## src/rtl/dram_controller.sv

```systemverilog
// FPM DRAM controller for 68040 bus cycles: row/column sequencing, single and
// 4-beat line transfers, and a CAS-before-RAS refresh engine sharing the array.
module dram_controller #(
  parameter int unsigned ROW_W            = 11,
  parameter int unsigned COL_W            = 11,
  parameter int unsigned T_RCD            = 2,
  parameter int unsigned T_CAS            = 2,
  parameter int unsigned T_RP             = 2,
  parameter int unsigned T_RAS_REF        = 4,
  parameter int unsigned REFRESH_INTERVAL = 390
) (
  input  logic                   BCLK,
  input  logic                   RESET,
  input  logic                   nTS,
  input  logic                   dramsel,
  input  logic                   RnW,
  input  logic [1:0]             SIZ,
  input  logic [3:0]             BE,
  input  logic [ROW_W+COL_W-1:0] ADDR,
  output logic [ROW_W-1:0]       MA,
  output logic                   nRAS,
  output logic [3:0]             nCAS,
  output logic                   nWE,
  output logic                   nTA,
  output logic                   busy
);

  localparam int unsigned AddrW = ROW_W + COL_W;
  localparam int unsigned MaxA  = (T_RCD > T_CAS) ? T_RCD : T_CAS;
  localparam int unsigned MaxB  = (T_RP > T_RAS_REF) ? T_RP : T_RAS_REF;
  localparam int unsigned MaxT  = (MaxA > MaxB) ? MaxA : MaxB;
  localparam int unsigned CntW  = $clog2(MaxT + 1);
  localparam int unsigned RefW  = $clog2(REFRESH_INTERVAL);

  typedef enum logic [2:0] {
    StIdle, StRow, StCol, StCpre, StPre, StRefCas, StRefRas, StRefPre
  } state_e;

  state_e            state_q, state_d;
  logic [CntW-1:0]   cnt_q, cnt_d;
  logic [1:0]        beat_q, beat_d;
  logic [RefW-1:0]   ref_cnt_q, ref_cnt_d;
  logic              ref_pending_q, ref_pending_d;
  logic              req_pending_q, req_pending_d;

  // Pending request (captured on every decoded nTS)
  logic              p_rnw_q, p_rnw_d;
  logic              p_line_q, p_line_d;
  logic [3:0]        p_be_q, p_be_d;
  logic [AddrW-1:0]  p_addr_q, p_addr_d;

  // Active request (loaded on entry to ROW, stable for the whole cycle)
  logic              a_rnw_q, a_rnw_d;
  logic              a_line_q, a_line_d;
  logic [3:0]        a_be_q, a_be_d;
  logic [ROW_W-1:0]  a_row_q, a_row_d;
  logic [COL_W-1:0]  a_col_q, a_col_d;

  logic [ROW_W-1:0]  ma_q, ma_d;
  logic              nras_q, nras_d;
  logic [3:0]        ncas_q, ncas_d;
  logic              nwe_q, nwe_d;
  logic              nta_q, nta_d;
  logic              busy_q, busy_d;

  logic cap, ref_exp, enter_row, enter_ref, take_live;

  assign cap     = !nTS && dramsel;
  assign ref_exp = (ref_cnt_q == '0);

  // Refresh timer and request capture bookkeeping
  always_comb begin
    ref_cnt_d = ref_exp ? RefW'(REFRESH_INTERVAL - 1) : ref_cnt_q - 1'b1;
    // Consuming the refresh in IDLE also covers an expiry on that same edge
    if (enter_ref)    ref_pending_d = 1'b0;
    else if (ref_exp) ref_pending_d = 1'b1;
    else              ref_pending_d = ref_pending_q;

    p_rnw_d  = p_rnw_q;
    p_line_d = p_line_q;
    p_be_d   = p_be_q;
    p_addr_d = p_addr_q;
    if (cap) begin
      p_rnw_d  = RnW;
      p_line_d = (SIZ == 2'b11);
      p_be_d   = BE;
      p_addr_d = ADDR;
    end
    // A live request taken straight from IDLE is consumed, not left pending
    if (cap && !(enter_row && take_live)) req_pending_d = 1'b1;
    else if (enter_row)                   req_pending_d = 1'b0;
    else                                  req_pending_d = req_pending_q;
  end

  // Main sequencer: next state, dwell counter, beat and column walk
  always_comb begin
    state_d   = state_q;
    cnt_d     = cnt_q;
    beat_d    = beat_q;
    a_rnw_d   = a_rnw_q;
    a_line_d  = a_line_q;
    a_be_d    = a_be_q;
    a_row_d   = a_row_q;
    a_col_d   = a_col_q;
    enter_row = 1'b0;
    enter_ref = 1'b0;
    take_live = !req_pending_q;
    unique case (state_q)
      StIdle: begin
        if (ref_pending_q || ref_exp) begin
          state_d   = StRefCas;
          cnt_d     = '0;
          enter_ref = 1'b1;
        end else if (req_pending_q || cap) begin
          state_d   = StRow;
          cnt_d     = CntW'(T_RCD - 1);
          beat_d    = 2'd0;
          enter_row = 1'b1;
          if (take_live) begin
            a_rnw_d  = RnW;
            a_line_d = (SIZ == 2'b11);
            a_be_d   = BE;
            a_row_d  = ADDR[AddrW-1:COL_W];
            a_col_d  = ADDR[COL_W-1:0];
          end else begin
            a_rnw_d  = p_rnw_q;
            a_line_d = p_line_q;
            a_be_d   = p_be_q;
            a_row_d  = p_addr_q[AddrW-1:COL_W];
            a_col_d  = p_addr_q[COL_W-1:0];
          end
        end
      end
      StRow: begin
        if (cnt_q == '0) begin
          state_d = StCol;
          cnt_d   = CntW'(T_CAS - 1);
        end else begin
          cnt_d = cnt_q - 1'b1;
        end
      end
      StCol: begin
        if (cnt_q != '0) begin
          cnt_d = cnt_q - 1'b1;
        end else if (a_line_q && beat_q != 2'd3) begin
          state_d = StCpre;
          cnt_d   = '0;
        end else begin
          state_d = StPre;
          cnt_d   = CntW'(T_RP - 1);
        end
      end
      StCpre: begin
        // Line bursts wrap within the aligned 4-longword line
        state_d      = StCol;
        cnt_d        = CntW'(T_CAS - 1);
        beat_d       = beat_q + 2'd1;
        a_col_d[1:0] = a_col_q[1:0] + 2'd1;
      end
      StPre: begin
        if (cnt_q == '0) state_d = StIdle;
        else             cnt_d   = cnt_q - 1'b1;
      end
      StRefCas: begin
        state_d = StRefRas;
        cnt_d   = CntW'(T_RAS_REF - 1);
      end
      StRefRas: begin
        if (cnt_q == '0) begin
          state_d = StRefPre;
          cnt_d   = CntW'(T_RP - 1);
        end else begin
          cnt_d = cnt_q - 1'b1;
        end
      end
      StRefPre: begin
        if (cnt_q == '0) state_d = StIdle;
        else             cnt_d   = cnt_q - 1'b1;
      end
      default: state_d = StIdle;
    endcase
  end

  // Output decode from next state so the DRAM strobes come straight off flops
  always_comb begin
    ma_d   = ma_q;
    nras_d = 1'b1;
    ncas_d = 4'hF;
    nwe_d  = 1'b1;
    nta_d  = 1'b1;
    busy_d = (state_d != StIdle);
    unique case (state_d)
      StRow: begin
        ma_d   = a_row_d;
        nras_d = 1'b0;
      end
      StCol: begin
        ma_d   = ROW_W'(a_col_d);
        nras_d = 1'b0;
        ncas_d = (a_rnw_d || a_line_d) ? 4'h0 : ~a_be_d;
        nwe_d  = a_rnw_d;
        nta_d  = (cnt_d != '0);
      end
      StCpre: begin
        ma_d   = ROW_W'(a_col_d);
        nras_d = 1'b0;
        nwe_d  = a_rnw_d;
      end
      StRefCas: ncas_d = 4'h0;
      StRefRas: begin
        ncas_d = 4'h0;
        nras_d = 1'b0;
      end
      StIdle, StPre, StRefPre: ;
      default: ;
    endcase
  end

  // State, request and refresh registers
  always_ff @(posedge BCLK) begin
    if (RESET) begin
      state_q       <= StIdle;
      cnt_q         <= '0;
      beat_q        <= 2'd0;
      ref_cnt_q     <= RefW'(REFRESH_INTERVAL - 1);
      ref_pending_q <= 1'b0;
      req_pending_q <= 1'b0;
      p_rnw_q       <= 1'b1;
      p_line_q      <= 1'b0;
      p_be_q        <= 4'h0;
      p_addr_q      <= '0;
      a_rnw_q       <= 1'b1;
      a_line_q      <= 1'b0;
      a_be_q        <= 4'h0;
      a_row_q       <= '0;
      a_col_q       <= '0;
    end else begin
      state_q       <= state_d;
      cnt_q         <= cnt_d;
      beat_q        <= beat_d;
      ref_cnt_q     <= ref_cnt_d;
      ref_pending_q <= ref_pending_d;
      req_pending_q <= req_pending_d;
      p_rnw_q       <= p_rnw_d;
      p_line_q      <= p_line_d;
      p_be_q        <= p_be_d;
      p_addr_q      <= p_addr_d;
      a_rnw_q       <= a_rnw_d;
      a_line_q      <= a_line_d;
      a_be_q        <= a_be_d;
      a_row_q       <= a_row_d;
      a_col_q       <= a_col_d;
    end
  end

  // Registered DRAM and bus outputs
  always_ff @(posedge BCLK) begin
    if (RESET) begin
      ma_q   <= '0;
      nras_q <= 1'b1;
      ncas_q <= 4'hF;
      nwe_q  <= 1'b1;
      nta_q  <= 1'b1;
      busy_q <= 1'b0;
    end else begin
      ma_q   <= ma_d;
      nras_q <= nras_d;
      ncas_q <= ncas_d;
      nwe_q  <= nwe_d;
      nta_q  <= nta_d;
      busy_q <= busy_d;
    end
  end

  assign MA   = ma_q;
  assign nRAS = nras_q;
  assign nCAS = ncas_q;
  assign nWE  = nwe_q;
  assign nTA  = nta_q;
  assign busy = busy_q;

endmodule

```

## config.mk

```make
export PLATFORM = sky130hd
export DESIGN_NAME = dram_controller
export DESIGN_NICKNAME = d
export VERILOG_FILES = /design/src/rtl/dram_controller.sv
export SDC_FILE = /design/constraint.sdc
export NUM_CORES = 1
export LEC_CHECK = 0
export CAP_MARGIN = 20
export CORE_MARGIN = 1.5
export CORE_UTILIZATION = 35
export CTS_CLUSTER_SIZE = 10
export DETAILED_ROUTE_END_ITERATION = 6
export GPL_TIMING_DRIVEN = 0
export SLEW_MARGIN = 25
export SYNTH_ARGS = -nofsm -noshare
export SYNTH_HDL_FRONTEND = slang
export SYNTH_SLANG_ARGS = --single-unit
```

## constraint.sdc

```tcl
create_clock -name BCLK -period 3.85 [get_ports BCLK]
set_input_delay 0.77 -clock BCLK [delete_from_list [all_inputs] [get_ports BCLK]]
set_output_delay 0.77 -clock BCLK [all_outputs]
set_load 0.01 [all_outputs]
```

* Word level (Yosys, flattened, before mapping)
Cells that the tools add are included.
** Operators by class
- Div/mod/pow operators :: 0
- Shift operators :: 0
- Multipliers :: 0
- Mux-type cells :: 50
- Eq/ne operators :: 16
- Order comparisons :: 0
- Bitwise operators :: 3
- Reductions and logical operators :: 29
- Add/sub/neg operators :: 4
** Operators with widths (number)
- two-way mux 11 bit :: 7
- two-way mux 3 bit :: 12
- one-hot mux 11 bit (2 select lines) :: 1
- one-hot mux 3 bit (7 select lines) :: 1
- two-way mux 4 bit :: 5
- equality test 3 bit (second input constant) :: 6
- one-hot mux 3 bit (6 select lines) :: 1
- two-way mux 1 bit :: 17
- OR reduction 2 bit :: 8
- equality test 3 x 2 -> 1 bit (second input constant) :: 4
- logical NOT 9 bit :: 1
- two-way mux 9 bit :: 1
- nonzero test 3 bit :: 3
- subtractor 9 x 1 -> 9 bit (second input constant) :: 1
- one-hot mux 2 bit (2 select lines) :: 2
- one-hot mux 4 bit (2 select lines) :: 1
- equality test 3 x 1 -> 1 bit (second input constant) :: 2
- logical NOT 3 bit :: 2
- != test 2 bit (second input constant) :: 3
- nonzero test 2 bit :: 3
- adder 2 x 1 -> 2 bit (second input constant) :: 2
- logical AND 1 bit :: 4
- two-way mux 2 bit :: 2
- NOT 4 bit :: 1
- other kinds (7) :: 12
** Word-level totals
- Output and inout port bits :: 19
- Memory bits (read-only) :: 0
- Memories kept :: 0
- Logic and storage cells :: 123
- Memory bits (writable) :: 0
- Input bits :: 33
- Register bits after elaboration :: 94
- Bits in latches :: 0

* Depth between registers and ports, before layout
- Depth in word-level cells :: 10
- Depth in mapped cells :: 11
- Gate-level depth less buffers :: 10

* Worst setup path after synthesis
OpenSTA, ideal clock, no wires.
- Kind :: input port to flip-flop
- Start point :: input port dramsel
- End point :: register ma_q[5], in the netlist MA[5]
- Path buffers :: 2
- Library setup time :: 0.103 ns
- Path slack :: 1.523 ns
- Required time :: 3.747 ns
- Arrival :: 2.224 ns
- Cell stages on the path :: 8
- Path through :: nor2b_1 clkbuf_1 clkbuf_1 nor3_1 a41oi_1 o221ai_1 and2_1 a2111oi_2
** On the way
- Word-level cells in the longest chain between the ends :: 8
- Elaborated cells between the ends (all ways) :: 17
- Classes of those cells :: 3 x eq/ne; 10 x mux; 4 x reduce/logical
** RTL lines
- start: declaration :: line 15 : input logic dramsel,
- logical AND 1 bit (*) :: line 68 : assign cap = !nTS && dramsel;
- logical OR 1 bit (*) :: line 114 : end else if (req_pending_q || cap) begin
- two-way mux 3 bit :: line 114
- two-way mux 3 bit :: line 110 : if (ref_pending_q || ref_exp) begin
- one-hot mux 3 bit (7 select lines) :: line 108 : unique case (state_q)
- equality test 3 x 2 -> 1 bit :: line 192 : unique case (state_d)
- OR reduction 2 bit (no line)
- one-hot mux 11 bit (2 select lines) or nonzero test 2 bit (tied branches)
- end signal: assignment :: line 266 : ma_q <= ma_d;
- end: declaration :: line 59 : logic [ROW_W-1:0] ma_q, ma_d;
Mark *: on every way between the ends. The rest lies on a longest branch, timed or not.
A chain may end at the register's enable or synchronous reset.

* Worst setup path after layout
- Start point :: input port dramsel
- End point :: register p_addr_q[8]
** On the way
- Word-level cells in the longest chain between the ends :: 1
** RTL lines
- logical AND 1 bit :: line 68
- end signal: assignment :: line 247 : p_addr_q <= p_addr_d;
- end: declaration :: line 50 : logic [AddrW-1:0] p_addr_q, p_addr_d;
No other way between the ends.

==> flow_metrics.py <==
metrics = {
    "run_status": {
        "status": "completed",
    },
    "logic_synthesis": {
        "yosysSeqAreaShare": 0.433,
        "syn_inst": 527,
        "synth_area_um2": 4350,
        "ys.flop_type": "dfxtp_1",
        "synth_xor_xnor_area_share": 0.0141,
        "synth_mux_area_frac": 0,
        "syn_avg_cell_area_um2": 8.25,
        "synth_top_area_frac": 0.433,
        "synth_area_leader_cell": "dfxtp_1",
        "synth-simple-area-share": 0.231,
        "yosysUniqueCellTypes": 59,
        "synth_edf_count": 0,
        "synth_compound_area_frac": 0.252,
        "ys_ff_latch": 94,
        "synth_top_family_by_area": "compound AO/OA/AOI/OAI gates",
        "ys_warn_count": 0,
        "syn_nets": 566,
        "synth_fa_ha_area_frac": 0.0196,
        "synthTopCellsByArea": "dfxtp_1 43%, nand2_1 7.1%, nor2_1 6.2%, a21oi_1 5.4%, o22ai_1 3.7%",
        "synthArstFlopShare": 0,
    },
    "die": {
        "die_w_um": 114,
        "io_pins": 52,
        "initial_utilization": 0.360,
        "num_rows": 40,
        "die_h_um": 114,
        "dieArea_um2": 13100,
        "coreArea_um2": 12100,
    },
    "pwr": {
        "vdd_ir_drop_max_mv": 0.295,
        "p_leak_nw": 1.99,
        "powerDensity_nw_per_um2": 772,
    },
    "setup_path": {
        "reg2regPathDepth": 11,
        "cp-start-kind": "input port",
        "path_max_fanout": 10,
        "worst_path_largest_cell_delay_ps": 470,
        "rr_startpoint": "cnt_q[0]",
        "endpoint_kind": "flop",
        "cpMaxStageDelayCell": "clkdlybuf4s50_1",
        "cp_common_cell": "buf_1",
        "crit_arrival_ps": 3380,
        "crit_buf_inv": 5,
        "reg2reg_slack_ps": 1200,
        "path_cells": "clkdlybuf4s50_1, nor2b_1, clkbuf_1, buf_1, buf_2, buf_1, nand2_1, a21oi_1",
        "crit_start": "dramsel",
        "crit_family": "buffers and inverters",
        "r2r-end": "MA[9]",
        "critical_path_class": "input port to flop",
        "crit_end": "p_addr_q[8]",
        "crit_required_ps": 4120,
        "worst-path-stages": 8,
    },
    "timing": {
        "slew_headroom": 0.430,
        "fin_skew_ps": 12.9,
        "slew_viol_final": 0,
        "finalCritPeriodShare": 0.806,
        "grt_setup_unrepaired": "no",
        "tightest_slew_ps": 847,
        "period_needed_ps": 3100,
        "finalHoldViolCount": 0,
        "final.setup.tns_ps": 0,
        "finalSetupViolations": 0,
        "max_freq_mhz": 322,
    },
    "global_route": {
        "grtUsageTotal": 0.204,
        "grt_max_degree": 17,
        "grt_pass1_vias": 4043,
        "antenna_found_initial": 0,
        "grt_pass1_wl_mm": 20.9,
        "grt_overflow": 0,
    },
    "cts": {
        "cts_buffers": 9,
        "ctsHoldBuffers": 0,
        "clock-sinks": 94,
        "cts_resized": 0,
        "cts_setup_buffers": 0,
        "path_clk_slew_ps": 70,
        "h-tree-depth": 3,
        "root_buffer": "clkbuf_16",
        "clock_path_buffers": 2,
        "clk_latency_ps": 350,
        "cts_tree": "done",
    },
    "route": {
        "detail_route.first_pass.iterations": 5,
        "avgRoutedWirePerCell_um": 17.2,
        "drt_wl_total_mm": 13.1,
        "vias": 4171,
        "viasPerCell": 5.47,
        "drc": 0,
        "drtAntennaViolNets": 0,
        "drt_iter0_drc": 238,
    },
    "placed_design": {
        "dp_hpwl_mm": 9.43,
        "portBuffers": 51,
        "globalplace.congestion": 0.855,
    },
    "final_layout": {
        "fillCellCount": 1220,
        "antenna-diode-count": 0,
        "nets": 628,
        "utilization": 0.445,
        "syn_to_final_growth_pct": 23.4,
        "drive_gt1_frac": 0.0842,
    },
    "worst_hold_path": {
        "hp-class": "flop to flop",
    },
    "flow_run": {
        "drv_cap": 0,
    },
}
[layer usage]
layer | wire, µm | share of wire | GRT usage
met1 | 6050 | 0.46 | 0.270
met2 | 5970 | 0.46 | 0.325
met3 | 689 | 0.053 | 0.0381
met4 | 367 | 0.028 | 0.0883
met5 | 0 | 0 | 0
[cell usage in the layout, fill, tap and decap left out, types with 6 or more instances in the layout]
cell,n
nor2b_1,8
buf_2,8
clkdlybuf4s50_1,51
nor3b_1,6
nand3_1,8
and2_1,8
inv_1,7
nor3_1,13
o21ai_0,15
ha_1,6
dfxtp_1,94
nand2b_1,6
o221ai_1,10
buf_1,6
a2111oi_2,8
a21oi_1,47
nor2_1,72
nand2_1,82
o22ai_1,26
clkbuf_1,22
a41oi_1,9
clkbuf_16,9
a21o_1,12
[cell families after synthesis]
kind of cell / after synthesis
xor gates and xnor gates: 7
AOI/OAI and AO/OA: 153
adders and majority gates: 7
and+or+nand+nor: 217
DFF: 94
buffers and inverters: 49
[area by class of cell]
cell class	instances	area [µm²]	area share
buffer	41	190	0.0354
clock buffer	10	229	0.0427
clock inverter	6	68.8	0.0128
inverter	8	30.0	0.00560
multi-input combinational	384	2240	0.418
sequential	94	1880	0.351
tap	168	210	0.0392
timing repair buffer	51	510	0.0951
[synthesized netlist by cell type (all sizes together), types with 10 or more instances]
cell type and number:
dfxtp 94, nand2 83, nor2 73, a21oi 49
o22ai 26, clkbuf 22, buf 19, o21ai 15
nor3 13, a21o 12, a41oi 10, o221ai 10
[where the power goes]
group	internal [mW]	switching, mW
logic	0.783	1.16
clock network	0.511	0.407
registers	1.18	0.108
[per-stage QoR]
stage               setup slack, ps  power [mW]  instances  hold WS [ps]  instance area, µm²
floorplan                      1520        2.64        527           384                4350
global placement                385        3.18        746           407                5070
detailed placement              368        3.22        746           405                5070
CTS                             732        4.14        762           421                5370
global route                    481        4.39        762           430                5370
finish                          746        4.14        762           418                5370
[flip-flops by register name, indices dropped and copies added, names as in the netlist]
register,flops
p_addr_q,22
MA,11
a_col_q,11
a_row_q,11
ref_cnt_q,9
a_be_q,4
nCAS,4
p_be_q,4
cnt_q,3
state_q,3
beat_q,2
a_line_q,1
a_rnw_q,1
busy,1
nRAS,1
nTA,1
nWE,1
p_line_q,1
p_rnw_q,1
ref_pending_q,1
req_pending_q,1
[worst min-delay path by stage]
stage / start / to / slack [ps] / cells past startpoint
after floorplan: ref_cnt_q[0] / ref_cnt_q[0] / 380 / 1
after global placement: ref_cnt_q[0] / ref_cnt_q[0] / 410 / 1
after detailed placement: ref_cnt_q[0] / ref_cnt_q[0] / 400 / 1
after CTS: ref_cnt_q[0] / ref_cnt_q[0] / 420 / 1
after global routing: ref_cnt_q[0] / ref_cnt_q[0] / 430 / 1
final: ref_cnt_q[0] / ref_cnt_q[0] / 420 / 1
Note: power is estimated with default switching activity, not from simulation.
